File: config.mk
export PLATFORM = sky130hd
export DESIGN_NAME = rtc_bus_responder
export DESIGN_NICKNAME = d
export VERILOG_FILES = /design/src/rtl/rtc_bus_responder.sv
export SDC_FILE = /design/constraint.sdc
export NUM_CORES = 1
export LEC_CHECK = 0
export CAP_MARGIN = 10
export CORE_UTILIZATION = 40
export DETAILED_ROUTE_END_ITERATION = 6
export PLACE_DENSITY = 0.68
export SLEW_MARGIN = 20
export SYNTH_ARGS = -nofsm -noshare
export SYNTH_HDL_FRONTEND = slang
export SYNTH_SLANG_ARGS = --single-unit
File: constraint.sdc
create_clock -name reloj -period 2.55 [get_ports reloj]
set_input_delay 0.6375 -clock reloj [delete_from_list [all_inputs] [get_ports reloj]]
set_output_delay 0.6375 -clock reloj [all_outputs]
set_load 0.01 [all_outputs]
File: src/rtl/rtc_bus_responder.sv
// RTC bus responder: runs multi-byte register reads/writes on the RTC muxed
// address/data bus for Status3bit commands. Optional BCD check: RTC_BCD_CHECK_EN.
module rtc_bus_responder #(
  parameter int unsigned PULSE = 4
) (
  input  logic        reloj,
  input  logic        resetM,
  input  logic [2:0]  Status3bit,
  input  logic [23:0] dato_in,
  input  logic [7:0]  ad_in,
  output logic        sync,
  output logic        busy,
  output logic [23:0] dato_out,
  output logic [7:0]  ad_out,
  output logic        ad_oe,
  output logic        cs_n,
  output logic        rd_n,
  output logic        wr_n,
  output logic        a_d,
  output logic        bcd_err
);

  localparam int unsigned CNT_W  = 4;
  localparam int unsigned BYTE_W = 2;
  localparam int unsigned CMD_W  = 3;
  localparam int unsigned DATA_W = 24;
  localparam int unsigned BUS_W  = 8;

  localparam logic [CMD_W-1:0] CMD_IDLE = 3'b000;
  localparam logic [CMD_W-1:0] CMD_XFER = 3'b111;

  typedef enum logic [3:0] {
    S_IDLE,
    S_ADDR_SETUP,
    S_ADDR_STROBE,
    S_ADDR_HOLD,
    S_DATA_SETUP,
    S_DATA_STROBE,
    S_DATA_HOLD,
    S_GAP,
    S_DONE,
    S_WAIT_REL
  } state_e;

  state_e              state_q, state_d;
  logic [CNT_W-1:0]    cnt_q, cnt_d;
  logic [BYTE_W-1:0]   byte_q, byte_d;
  logic [CMD_W-1:0]    cmd_q, cmd_d;
  logic [DATA_W-1:0]   wdata_q, wdata_d;
  logic [DATA_W-1:0]   dato_out_q, dato_out_d;

  logic                sync_q, sync_d;
  logic                busy_q, busy_d;
  logic [BUS_W-1:0]    ad_out_q, ad_out_d;
  logic                ad_oe_q, ad_oe_d;
  logic                cs_n_q, cs_n_d;
  logic                rd_n_q, rd_n_d;
  logic                wr_n_q, wr_n_d;
  logic                a_d_q, a_d_d;

  logic                strobe_last;
  logic                last_byte;
  logic                is_write_d;
  logic [BUS_W-1:0]    addr_d;
  logic [BUS_W-1:0]    wbyte_d;

`ifdef RTC_BCD_CHECK_EN
  logic                bcd_err_q, bcd_err_d;
`endif

  assign strobe_last = (cnt_q == CNT_W'(PULSE - 1));
  assign last_byte   = (byte_q == ((cmd_q == CMD_XFER) ? BYTE_W'(0) : BYTE_W'(2)));

  // Sequencing: command latch, phase timing, byte stepping and read capture
  always_comb begin
    state_d    = state_q;
    cnt_d      = cnt_q;
    byte_d     = byte_q;
    cmd_d      = cmd_q;
    wdata_d    = wdata_q;
    dato_out_d = dato_out_q;
`ifdef RTC_BCD_CHECK_EN
    bcd_err_d  = bcd_err_q;
`endif
    unique case (state_q)
      S_IDLE: begin
        if (Status3bit != CMD_IDLE) begin
          state_d = S_ADDR_SETUP;
          cmd_d   = Status3bit;
          wdata_d = dato_in;
          byte_d  = '0;
`ifdef RTC_BCD_CHECK_EN
          bcd_err_d = 1'b0;
`endif
        end
      end
      S_ADDR_SETUP: begin
        state_d = S_ADDR_STROBE;
        cnt_d   = '0;
      end
      S_ADDR_STROBE: begin
        if (strobe_last) state_d = S_ADDR_HOLD;
        else             cnt_d   = cnt_q + CNT_W'(1);
      end
      S_ADDR_HOLD: state_d = S_DATA_SETUP;
      S_DATA_SETUP: begin
        state_d = S_DATA_STROBE;
        cnt_d   = '0;
      end
      S_DATA_STROBE: begin
        if (strobe_last) begin
          state_d = S_DATA_HOLD;
          if (!cmd_q[2]) begin
            unique case (byte_q)
              2'd0:    dato_out_d[7:0]   = ad_in;
              2'd1:    dato_out_d[15:8]  = ad_in;
              default: dato_out_d[23:16] = ad_in;
            endcase
`ifdef RTC_BCD_CHECK_EN
            if ((ad_in[7:4] > 4'd9) || (ad_in[3:0] > 4'd9)) bcd_err_d = 1'b1;
`endif
          end
        end else begin
          cnt_d = cnt_q + CNT_W'(1);
        end
      end
      S_DATA_HOLD: begin
        if (last_byte) begin
          state_d = S_DONE;
        end else begin
          state_d = S_GAP;
          byte_d  = byte_q + BYTE_W'(1);
        end
      end
      S_GAP:      state_d = S_ADDR_SETUP;
      S_DONE:     state_d = (Status3bit == CMD_IDLE) ? S_IDLE : S_WAIT_REL;
      S_WAIT_REL: if (Status3bit == CMD_IDLE) state_d = S_IDLE;
      default:    state_d = S_IDLE;
    endcase
  end

  // Bus outputs are decoded from the next state so the registers line up with it
  always_comb begin
    is_write_d = cmd_d[2];
    unique case (cmd_d)
      3'b001, 3'b100: addr_d = 8'h21 + BUS_W'(byte_d);
      3'b010, 3'b101: addr_d = 8'h24 + BUS_W'(byte_d);
      3'b011, 3'b110: addr_d = 8'h41 + BUS_W'(byte_d);
      3'b111:         addr_d = 8'hF0;
      default:        addr_d = 8'h00;
    endcase
    if (cmd_d == CMD_XFER) begin
      wbyte_d = 8'hF0;
    end else begin
      unique case (byte_d)
        2'd0:    wbyte_d = wdata_d[7:0];
        2'd1:    wbyte_d = wdata_d[15:8];
        default: wbyte_d = wdata_d[23:16];
      endcase
    end

    sync_d   = 1'b0;
    busy_d   = (state_d != S_IDLE) && (state_d != S_WAIT_REL);
    ad_out_d = '0;
    ad_oe_d  = 1'b0;
    cs_n_d   = 1'b1;
    rd_n_d   = 1'b1;
    wr_n_d   = 1'b1;
    a_d_d    = 1'b0;
    unique case (state_d)
      S_ADDR_SETUP, S_ADDR_STROBE, S_ADDR_HOLD: begin
        cs_n_d   = 1'b0;
        a_d_d    = 1'b1;
        ad_oe_d  = 1'b1;
        ad_out_d = addr_d;
        wr_n_d   = (state_d != S_ADDR_STROBE);
      end
      S_DATA_SETUP, S_DATA_STROBE, S_DATA_HOLD: begin
        cs_n_d   = 1'b0;
        ad_oe_d  = is_write_d;
        ad_out_d = is_write_d ? wbyte_d : 8'h00;
        if (state_d == S_DATA_STROBE) begin
          wr_n_d = !is_write_d;
          rd_n_d = is_write_d;
        end
      end
      S_DONE:  sync_d = 1'b1;
      default: ;
    endcase
  end

  always_ff @(posedge reloj) begin
    if (resetM) begin
      state_q    <= S_IDLE;
      cnt_q      <= '0;
      byte_q     <= '0;
      cmd_q      <= '0;
      wdata_q    <= '0;
      dato_out_q <= '0;
      sync_q     <= 1'b0;
      busy_q     <= 1'b0;
      ad_out_q   <= '0;
      ad_oe_q    <= 1'b0;
      cs_n_q     <= 1'b1;
      rd_n_q     <= 1'b1;
      wr_n_q     <= 1'b1;
      a_d_q      <= 1'b0;
    end else begin
      state_q    <= state_d;
      cnt_q      <= cnt_d;
      byte_q     <= byte_d;
      cmd_q      <= cmd_d;
      wdata_q    <= wdata_d;
      dato_out_q <= dato_out_d;
      sync_q     <= sync_d;
      busy_q     <= busy_d;
      ad_out_q   <= ad_out_d;
      ad_oe_q    <= ad_oe_d;
      cs_n_q     <= cs_n_d;
      rd_n_q     <= rd_n_d;
      wr_n_q     <= wr_n_d;
      a_d_q      <= a_d_d;
    end
  end

`ifdef RTC_BCD_CHECK_EN
  always_ff @(posedge reloj) begin
    if (resetM) bcd_err_q <= 1'b0;
    else        bcd_err_q <= bcd_err_d;
  end
  assign bcd_err = bcd_err_q;
`else
  assign bcd_err = 1'b0;
`endif

  assign sync     = sync_q;
  assign busy     = busy_q;
  assign dato_out = dato_out_q;
  assign ad_out   = ad_out_q;
  assign ad_oe    = ad_oe_q;
  assign cs_n     = cs_n_q;
  assign rd_n     = rd_n_q;
  assign wr_n     = wr_n_q;
  assign a_d      = a_d_q;

endmodule

==> qor.log <==
[run_status] result of the run finished, final reports clean
[global_routing] M3 GR Usage 0.0478
[timing] setup repair after global routing missed its margin no
[final_layout] number of nets in the layout 554
[floorplan] area of the core 0.00830 mm2
[global_routing] number of antenna violations at the first check in global routing 0
[timing] final setup violation count 0
[placement] count of buffers from port buffering 75
[global_routing] wire length of the first global-routing pass 14500 um
[floorplan] die boundary width 95.1 um
[placement] final weighted congestion in routability-driven placement 0.866
[route] count of antenna-violating nets left after detailed routing 0
[yosys] Yosys reg bits 76
[route] via-per-instance ratio 5.13
[floorplan] die area 0.00905 mm2
[floorplan] Die Ht 95.1 um
[worst_setup_path] arrival time of the worst setup path 2.65 ns
[yosys] post-synthesis cell type count 62
[worst_setup_path] critical path endpoint category flop
[global_routing] met2 usage 0.348
[final_layout] Area growth, synth to finish 39.0%
[route] Total Routed Length 8610 um
[yosys] Synth warnings 0
[timing] final worst hold slack 0.461 ns
[worst_setup_path] critical-path maximum fanout 7
[yosys] dominant synthesized flop cell sky130_fd_sc_hd__dfxtp_1
[placement] half-perimeter wire length of the detailed placement result 6510 um
[min_path] classification of the worst-slack hold path flop to flop
[clock_network] clock sink total 76
[route] Post-route DRC 0
[timing] measured slew at the worst slew-check pin 0.615 ns
[pwr] Final Total Pwr 4570 uW
[global_routing] gr ovfl total 0
[global_routing] met1 Resource Use GR 0.259
[timing] maximum clock frequency 413 MHz
[clock_network] Worst-path clk slew 0.08 ns
[global_routing] largest net degree at the start of global routing 34
[global_routing] total track usage 0.207
[clock_network] Clock Latency Late Sink 0.35 ns
[route] routed len/inst 13.9 um
[timing] final critical-path share of the clock period 0.950
[timing] minimum period implied by the final worst setup slack 2.42 ns
[global_routing] via count of the first global-routing pass 3071
[yosys] post-synthesis instance area 0.00347 mm2
[worst_setup_path] Setup Crit Path Kind input pin to flop
[floorplan] Initial Util 0.418
[route] first drt pass iteration count 4
[clock_network] Clock Tree Buf Depth 2
[yosys] Synth Net Count 442
[floorplan] number of primary I/O pins 77
[clock_network] Num CTS Buffers 9
[timing] Max Clock Skew 0.00861 ns
[clock_network] buffers inserted during post-CTS setup optimization 0
[final_layout] diode count 0
[worst_setup_path] Critical Path Source Type input pin
[run] count of maximum capacitance violations 0
[global_routing] gr busiest metal met2
[pwr] leakage power summed over all cells 0.00188 uW
[yosys] average cell area after synthesis 8.69 um2
[timing] count of endpoints failing hold in the final timing report 0
[clock_network] quantity of hold-fixing buffers added after cts 0
[route] 1st-iter DRT viols 102
[yosys] number of enable flip-flop cells after synthesis 0
[clock_network] depth of the CTS H-tree 3
[clock_network] clock tree from TritonCTS done
[worst_setup_path] Worst Path Required 2.78 ns
[pwr] IR drop worst, VDD 0.527 mV
[yosys] fraction of synthesis flops using an asynchronous set or reset pin 0
[timing] max-slew headroom at the worst pin 0.590
[floorplan] Rows 33
[final_layout] layout cells sized above 1 0.175
[yosys] number of cells produced by synthesis 399
[yosys] Seq/Total Area, Yosys 0.439
[timing] number of max-slew violations in the final report 0
[route] via count of the routed design 3180
[pwr] Pwr per Cell Area 949 mW/mm2
[clock_network] clock root buffer sky130_fd_sc_hd__clkbuf_8
layout make-up:
class / count / area (um2)
clock inverters: 5 / 60.1
flip-flops and latches: 76 / 1520
inverters: 10 / 37.5
multi-input cells: 293 / 1830
well taps: 105 / 131
clock buffers: 10 / 138
repair buffers: 121 / 1100
fillers: 773 / 3480
worst paths after layout:
| path | from | endpoint | slack (ns) | depth (start not counted) |
|---|---|---|---|---|
| setup reg to reg | cnt_q[0]$_SDFFE_PP0P_ | ad_out[4]$_SDFF_PP0_ | 0.28 | 8 |
| hold / removal | dato_out[9]$_SDFFE_PP0P_ | dato_out[9]$_SDFFE_PP0P_ | 0.46 | 2 |
| setup / recovery | Status3bit[0] | ad_out[6]$_SDFF_PP0_ | 0.13 | 11 |
| hold reg to reg | dato_out[9]$_SDFFE_PP0P_ | dato_out[9]$_SDFFE_PP0P_ | 0.46 | 2 |
sequential cells by signal (all words and copies together), names as in the netlist, 2 cells and up:
register / cells
dato_out: 24
wdata_q: 24
cmd_q: 3
cnt_q: 4
ad_out: 8
byte_q: 2
state_q: 4
where the power goes:
group / switching [uW] / total, uW / leakage (uW) / internal (uW)
registers: 109 / 1510 / 0.000620 / 1400
clock network: 448 / 925 / 0.0000987 / 477
logic: 1060 / 2140 / 0.00116 / 1080
kinds of logic after synthesis:
family	after synthesis	share of synthesized area
buf+inv	30	0.0400
simple gates	175	0.249
xor+xnor	3	0.00974
other cells	1	0.00108
compound gates	82	0.163
fa+ha+maj	6	0.0216
flops	76	0.439
mux	26	0.0765
per-stage QoR:
| step | area, um2 | instances | util | TNS [ns] | worst slack [ns] |
|---|---|---|---|---|---|
| after floorplan | 3470 | 399 | - | 0 | 0.120 |
| after global placement | 4600 | 605 | 0.555 | -2.16 | -0.278 |
| after detailed placement | 4600 | 605 | 0.555 | -3.19 | -0.376 |
| after CTS | 4800 | 620 | 0.579 | 0 | 0.0204 |
| after global routing | 4820 | 620 | 0.581 | 0 | 0.0140 |
| final | 4820 | 620 | 0.581 | 0 | 0.129 |
cells in the final DEF, fill, tap and decap left out, drive strengths merged, types with 4 or more instances in the layout:
cell type      instances
a21oi                 37
buf                   47
clkbuf                10
clkdlybuf4s50         74
dfxtp                 76
ha                     6
inv                   10
mux2i                 25
nand2                 51
nand2b                 5
nand3                 27
nor2                  62
nor2b                  5
nor4                   4
o21ai                  5
o22ai                 13
o31ai                  4
critical path, cell delays in order:
cell and delay [ns]:
sky130_fd_sc_hd__clkdlybuf4s50_1 0.42, sky130_fd_sc_hd__or3_4 0.42, sky130_fd_sc_hd__nand2_4 0.08, sky130_fd_sc_hd__nand3_1 0.08
sky130_fd_sc_hd__a21boi_2 0.18, sky130_fd_sc_hd__ha_2 0.19, sky130_fd_sc_hd__inv_2 0.07, sky130_fd_sc_hd__buf_4 0.15
sky130_fd_sc_hd__nor2_1 0.05, sky130_fd_sc_hd__o31ai_1 0.27, sky130_fd_sc_hd__a21oi_1 0.09
per-layer routing:
layer,vias up,share of wire
met5,-,0
met2,87,0.50
met1,1475,0.44
met4,0,0.020
li1,1603,-
met3,15,0.039
cell usage after synthesis, types with 3 or more instances:
cell type / count / area, um2
sky130_fd_sc_hd__mux2i_1: 24 / 240
sky130_fd_sc_hd__clkbuf_1: 10 / 37.5
sky130_fd_sc_hd__buf_2: 6 / 30.0
sky130_fd_sc_hd__nand3b_1: 3 / 22.5
sky130_fd_sc_hd__ha_1: 6 / 75.1
sky130_fd_sc_hd__nor2b_1: 5 / 31.3
sky130_fd_sc_hd__nand2_1: 48 / 180
sky130_fd_sc_hd__o31ai_1: 4 / 30.0
sky130_fd_sc_hd__nand2b_1: 5 / 31.3
sky130_fd_sc_hd__o22ai_1: 13 / 81.3
sky130_fd_sc_hd__or3_1: 3 / 18.8
sky130_fd_sc_hd__nand3_1: 27 / 135
sky130_fd_sc_hd__a21oi_1: 37 / 185
sky130_fd_sc_hd__inv_1: 8 / 30.0
sky130_fd_sc_hd__dfxtp_1: 76 / 1520
sky130_fd_sc_hd__a21o_1: 3 / 22.5
sky130_fd_sc_hd__o21ai_0: 3 / 15.0
sky130_fd_sc_hd__nor2_1: 61 / 229
sky130_fd_sc_hd__buf_4: 3 / 22.5
sky130_fd_sc_hd__and2_1: 3 / 18.8
repair_timing:
action	CTS	global route
resized for setup	1	7
pin swaps	0	2
setup endpoints to repair	3	7
No activity file was read; power rests on OpenSTA's default activity.
==> variant 1: new RTL, same settings <==
`wdata_q` no longer has a reset.
--- a/src/rtl/rtc_bus_responder.sv
+++ b/src/rtl/rtc_bus_responder.sv
@@ -197,3 +197,2 @@
       cmd_q      <= '0;
-      wdata_q    <= '0;
       dato_out_q <= '0;
@@ -212,3 +211,2 @@
       cmd_q      <= cmd_d;
-      wdata_q    <= wdata_d;
       dato_out_q <= dato_out_d;
@@ -225,2 +223,6 @@
 
+  always_ff @(posedge reloj) begin
+    wdata_q <= wdata_d;
+  end
+
 `ifdef RTC_BCD_CHECK_EN
Formal check against the unedited RTL: same outputs for any inputs over 10 cycles, from zero or initial values and one cycle with resetM high; that may be too few to reach the edited logic, so the function may still have changed.
==> variant 1 against the original RTL <==
  * Design area down 2.6%
  * Synthesized cell count down 9.8%
  * Largest power group is now registers
  * Worst setup slack worse by 0.032 ns
  * Wire length down 4.6%
  * Total power down 17%
  * Synthesized area down 5.6%
  * Critical endpoint is now ad_out[4]
  * Sequential cell count unchanged
==> variant 1: results (changes against the original RTL) <==
Clock tree
  • Cts bufs inserted: 9 (unchanged)
  • Clk slew on worst S/H paths: 0.08 ns (about the same)
  • Post-CTS Setup Bufs: 1 (+1)
  • CTS resizes: 5 (+4)
  • Root Driver: clkbuf_8
  • Clk_lat worst skew: 0.35 ns (about the same)
  • Clk buf depth: 2 (unchanged)
  • H-tree Lvls: 3 (unchanged)

Layout
  • Layout cell share with drive strength beyond 1: 0.211 (+0.0367)
  • Nets: 512 (-7.6%)
  • N_diodes: 0 (unchanged)
  • Final Non-Filler Cells: 575 (-7.3%)

Yosys
  • Mapped Nets: 403 (-8.8%)
  • Unique masters post-synth: 61 (-1.6%)
  • Register area share after synthesis: 0.465 (+0.0260)
  • List of most frequent post-synthesis cells: dfxtp_1 (76), nand2_1 (40), nor2_1 (40)
  • Ranking of synthesized cells by area: dfxtp_1 (46%), mux2_2 (7.2%), a21oi_1 (4.7%), nand2_1 (4.6%), nor2_1 (4.6%)
  • Async SR Flop Fraction: 0 (unchanged)
  • Syn Area/Cell: 9.10 µm² (+4.6%)
  • Yosys warns: 0 (unchanged)

Min path
  • HP Start: dato_out[5]
  • Hold Path Stages: 2 (unchanged)
  • Hold crit path type: register to register
  • Hold endpoint: dato_out[5]

Placement
  • PortBufs: 75 (unchanged)
  • Post-DP HPWL: 6010 µm (-7.6%)
  • Placed inst area: 4410 µm² (-4.3%)
  • Placed insts: 559 (-7.6%)
  • Placer Congestion: 0.919 (+6.2%)

Detailed routing
  • WL met3: 396 µm (+16%)
  • Top routing layer used: met4
  • Starting DRT DRC Count: 108 (+5.9%)
  • Metal2 WL: 3830 µm (-11%)
  • Vias/cell: 5.15 (+0.37%)
  • DRT Pass-1 Iters: 5 (+1)
  • Final wirelength: 8210 µm (-4.6%)
  • Metal-1 WL: 3760 µm (-1.3%)

GRT
  • Met3 Track Usage GR: 0.0394 (-0.00844)
  • Grt met1 use: 0.254 (-0.00427)
  • Largest net degree at the start of global routing: 25 (-26%)
  • Initial antenna violation count: 0 (unchanged)
  • Global Route met2 Usage: 0.323 (-0.0248)
  • First-pass GRT wire length: 13,600 µm (-6.3%)
  • Vias in the first global route: 2,938 (-4.3%)
  • Total GRT Usage: 0.202 (-0.00571)

Critical path
  • Reg-to-Reg End: ad_out[1]
  • Crit path max fanout: 7 (unchanged)
  • R2R setup slack: 0.18 ns (-0.10 ns)
  • Worst reg2reg path startpoint: state_q[0]
  • CP startpoint: Status3bit[0]
  • Reg2Reg Depth: 6 (-2)
  • CP Data Arrival Time: 2.73 ns (+0.08 ns)
  • Worst setup path end: ad_out[4]

Power
  • LEAKAGE: 1.80 nW (-4.7%)
  • Peak VDD IR: 0.313 mV (-41%)

STA
  • Clock Skews: 0.00896 ns (+0.000356 ns)
  • Slew HR: 0.663 (+0.0727)

Status
  • Outcome: finished, final reports clean
variant 1: cell count changes after synthesis, sizes merged, moves of 7 or more:
cell,before,now
o22ai,13,1
nor2,62,40
a22oi,2,9
clkbuf,10,17
mux2i,25,9
nand2,51,40
mux2,1,22
variant 1: kinds of logic after synthesis:
kind of cell | count (synthesis) | share of synthesized area
flip-flops | 76 | 0.465
adder cells (fa/ha/maj) | 6 | 0.0229
buffers and inverters | 25 | 0.0329
XOR/XNOR | 5 | 0.0134
multiplexers | 31 | 0.103
AND/OR/NAND/NOR | 140 | 0.209
AO/OA/AOI/OAI | 76 | 0.152
other | 1 | 0.00115
variant 1: where the power goes:
group          switching (mW)  total, mW  internal (mW)
clock network           0.453       1.03          0.578
registers              0.0859       1.51           1.43
logic                   0.574       1.23          0.659
variant 1: area by class of cell:
cell class,count,area (µm²)
Tap cell,102,128
Clock buffer,10,138
Clock inverter,5,85.1
Fill cell,695,3110
Sequential cell,76,1520
Inverter,4,15.0
Multi-Input combinational cell,259,1720
Timing Repair Buffer,119,1080
variant 1: metrics by stage:
step	util	setup TNS, ns	worst slack [ns]	hold slack, ns
3_3_place_gp	0.564	-2.83	-0.338	0.442
5_1_grt	0.601	0	0.0143	0.476
4_1_cts	0.597	0	0.0195	0.456
3_5_place_dp	0.564	-3.23	-0.427	0.445
2_1_floorplan	-	0	0.0133	0.418
6_report	0.601	0	0.0970	0.454
variant 1: worst max-delay path, cell delays in order:
cell,delay (ns)
clkdlybuf4s50_1,0.42
or3_4,0.41
nand2_4,0.10
a21oi_1,0.07
or2_4,0.26
ha_4,0.20
nor2_4,0.19
a22oi_2,0.09
a21bo_2,0.20
a21boi_0,0.15
==> variant 2: new RTL, same settings <==
Without the edit above. Build with the macro `RTC_BCD_CHECK_EN` defined.
--- a/src/rtl/rtc_bus_responder.sv
+++ b/src/rtl/rtc_bus_responder.sv
@@ -2,2 +2,4 @@
 // address/data bus for Status3bit commands. Optional BCD check: RTC_BCD_CHECK_EN.
+`define RTC_BCD_CHECK_EN
+
 module rtc_bus_responder #(
Behaviour: same outputs for any inputs over 10 cycles, from zero or initial values and one cycle with resetM high; that may be too few to reach the edited logic, so the function may still have changed.
==> variant 2 against the original RTL <==
  * Clock skew grew 0.0014 ns
  * Die area grew 0.43%
  * Sequential cell count up 1
  * Global-route usage increased by 0.86 points
  * Design area up 4.6%
  * Wire length grew 7.3%
  * Synthesized area is 0.43% higher
  * Total power decreased by 21%
  * Combinational power fell by 48%
  * Non-clock buffer count rose by 11
  * Worst setup slack better by 0.0012 ns
==> variant 2: results (changes against the original RTL) <==
STA
  • Period Utilization, post-route: 0.949 (about the same)
  • Final hold slack: 0.463 ns (+0.00154 ns)
  • Clock Skews: 0.0100 ns (+0.00142 ns)
  • Slew HR: 0.634 (+0.0443)

Detailed routing
  • WL/cell: 14.6 µm (+5.4%)
  • Metal2 WL: 4320 µm (+0.68%)
  • Metal-1 WL: 4390 µm (+15%)
  • Starting DRT DRC Count: 123 (+21%)
  • Vias/cell: 5.15 (+0.45%)
  • WL met3: 397 µm (+17%)

Power
  • LEAKAGE: 2.09 nW (+11%)
  • Peak VDD IR: 0.355 mV (-33%)

Yosys
  • List of most frequent post-synthesis cells: dfxtp_1 (77), nor2_1 (58), nand2_1 (37)
  • Register area share after synthesis: 0.443 (+0.00386)
  • Unique masters post-synth: 58 (-6.5%)
  • Ranking of synthesized cells by area: dfxtp_1 (44%), mux2i_1 (9.2%), nor2_1 (6.3%), a21oi_1 (4.6%), nand2_1 (4.0%)

Critical path
  • R2R setup slack: 0.13 ns (-0.15 ns)
  • Crit path max fanout: 5 (-2)

Layout
  • Fillers: 715 (-7.5%)
  • Layout cell share with drive strength beyond 1: 0.192 (+0.0173)
  • Nets: 565 (+2.0%)

GRT
  • Total GRT Usage: 0.216 (+0.00864)
  • Largest net degree at the start of global routing: 29 (-15%)
  • First-pass GRT wire length: 14,900 µm (+2.8%)

Placement
  • Post-DP HPWL: 6890 µm (+5.8%)
  • PortBufs: 76 (+1.3%)
  • Pre-CTS WS: -0.388 ns (-0.0119 ns)

Status
  • Outcome: finished, final reports clean
==> variant 2: changes by cell type after synthesis, moves of 3 or more <==
cell     change
xnor2_1      +4
o21ai_0     +11
nor2b_1      -4
mux2i_1      +8
nand3_1      -7
nand2_1     -11
nor3_1      +10
nor2_1       -3
a21oi_1      -5
o31ai_1      -4
inv_1        +5
==> variant 2: path summary, 6_finish.rpt <==
check                    from          end  depth (start not counted)
setup reg to reg   state_q[3]    ad_out[3]                         12
hold / removal    dato_out[0]  dato_out[0]                          2
setup / recovery   state_q[3]    ad_out[3]                         12
hold reg to reg   dato_out[0]  dato_out[0]                          2
==> variant 2: area by class of cell <==
type	count	area (µm²)	area share
Timing Repair Buffer	132	1200	0.238
Inverter	13	48.8	0.00967
Multi-Input combinational cell	288	1870	0.370
Clock buffer	11	151	0.0300
Sequential cell	77	1540	0.306
Clock inverter	5	106	0.0211
Tap cell	105	131	0.0260
==> variant 2: timing repair <==
action	in CTS	in global routing
setup buffers	0	2
resized for setup	4	12
hold buffers	0	0
setup endpoints to repair	3	9
pin swaps	1	2
cloned	0	0
==> variant 2: logic make-up after synthesis <==
logic type	synth area share
simple gates	0.224
buf+inv	0.0431
flops	0.443
compound gates	0.155
mux	0.0952
fa+ha+maj	0.0251
xor+xnor	0.0151
==> variant 2: report_power, final <==
| group | switching [mW] | total (mW) | internal, mW |
|---|---|---|---|
| clock network | 0.458 | 1.16 | 0.705 |
| registers | 0.0410 | 1.35 | 1.31 |
| logic | 0.540 | 1.12 | 0.577 |
==> variant 2: routing by layer <==
metal / global-route usage / vias to the layer above
li1: - / 1639
met4: 0.0732 / 0
met3: 0.0439 / 13
met5: 0 / -
met2: 0.345 / 71
met1: 0.289 / 1528
==> variant 2: critical path, cell delays in order, from the launching register on <==
cell and delay [ns]:
dfxtp_1 0.32, or4_4 0.59, nor2_8 0.17, nor3_4 0.05
a31oi_4 0.20, inv_2 0.07, ha_1 0.22, inv_2 0.08
nand2_2 0.09, nand2_2 0.11, o22a_1 0.17, a2bb2oi_2 0.16
nor3_2 0.06
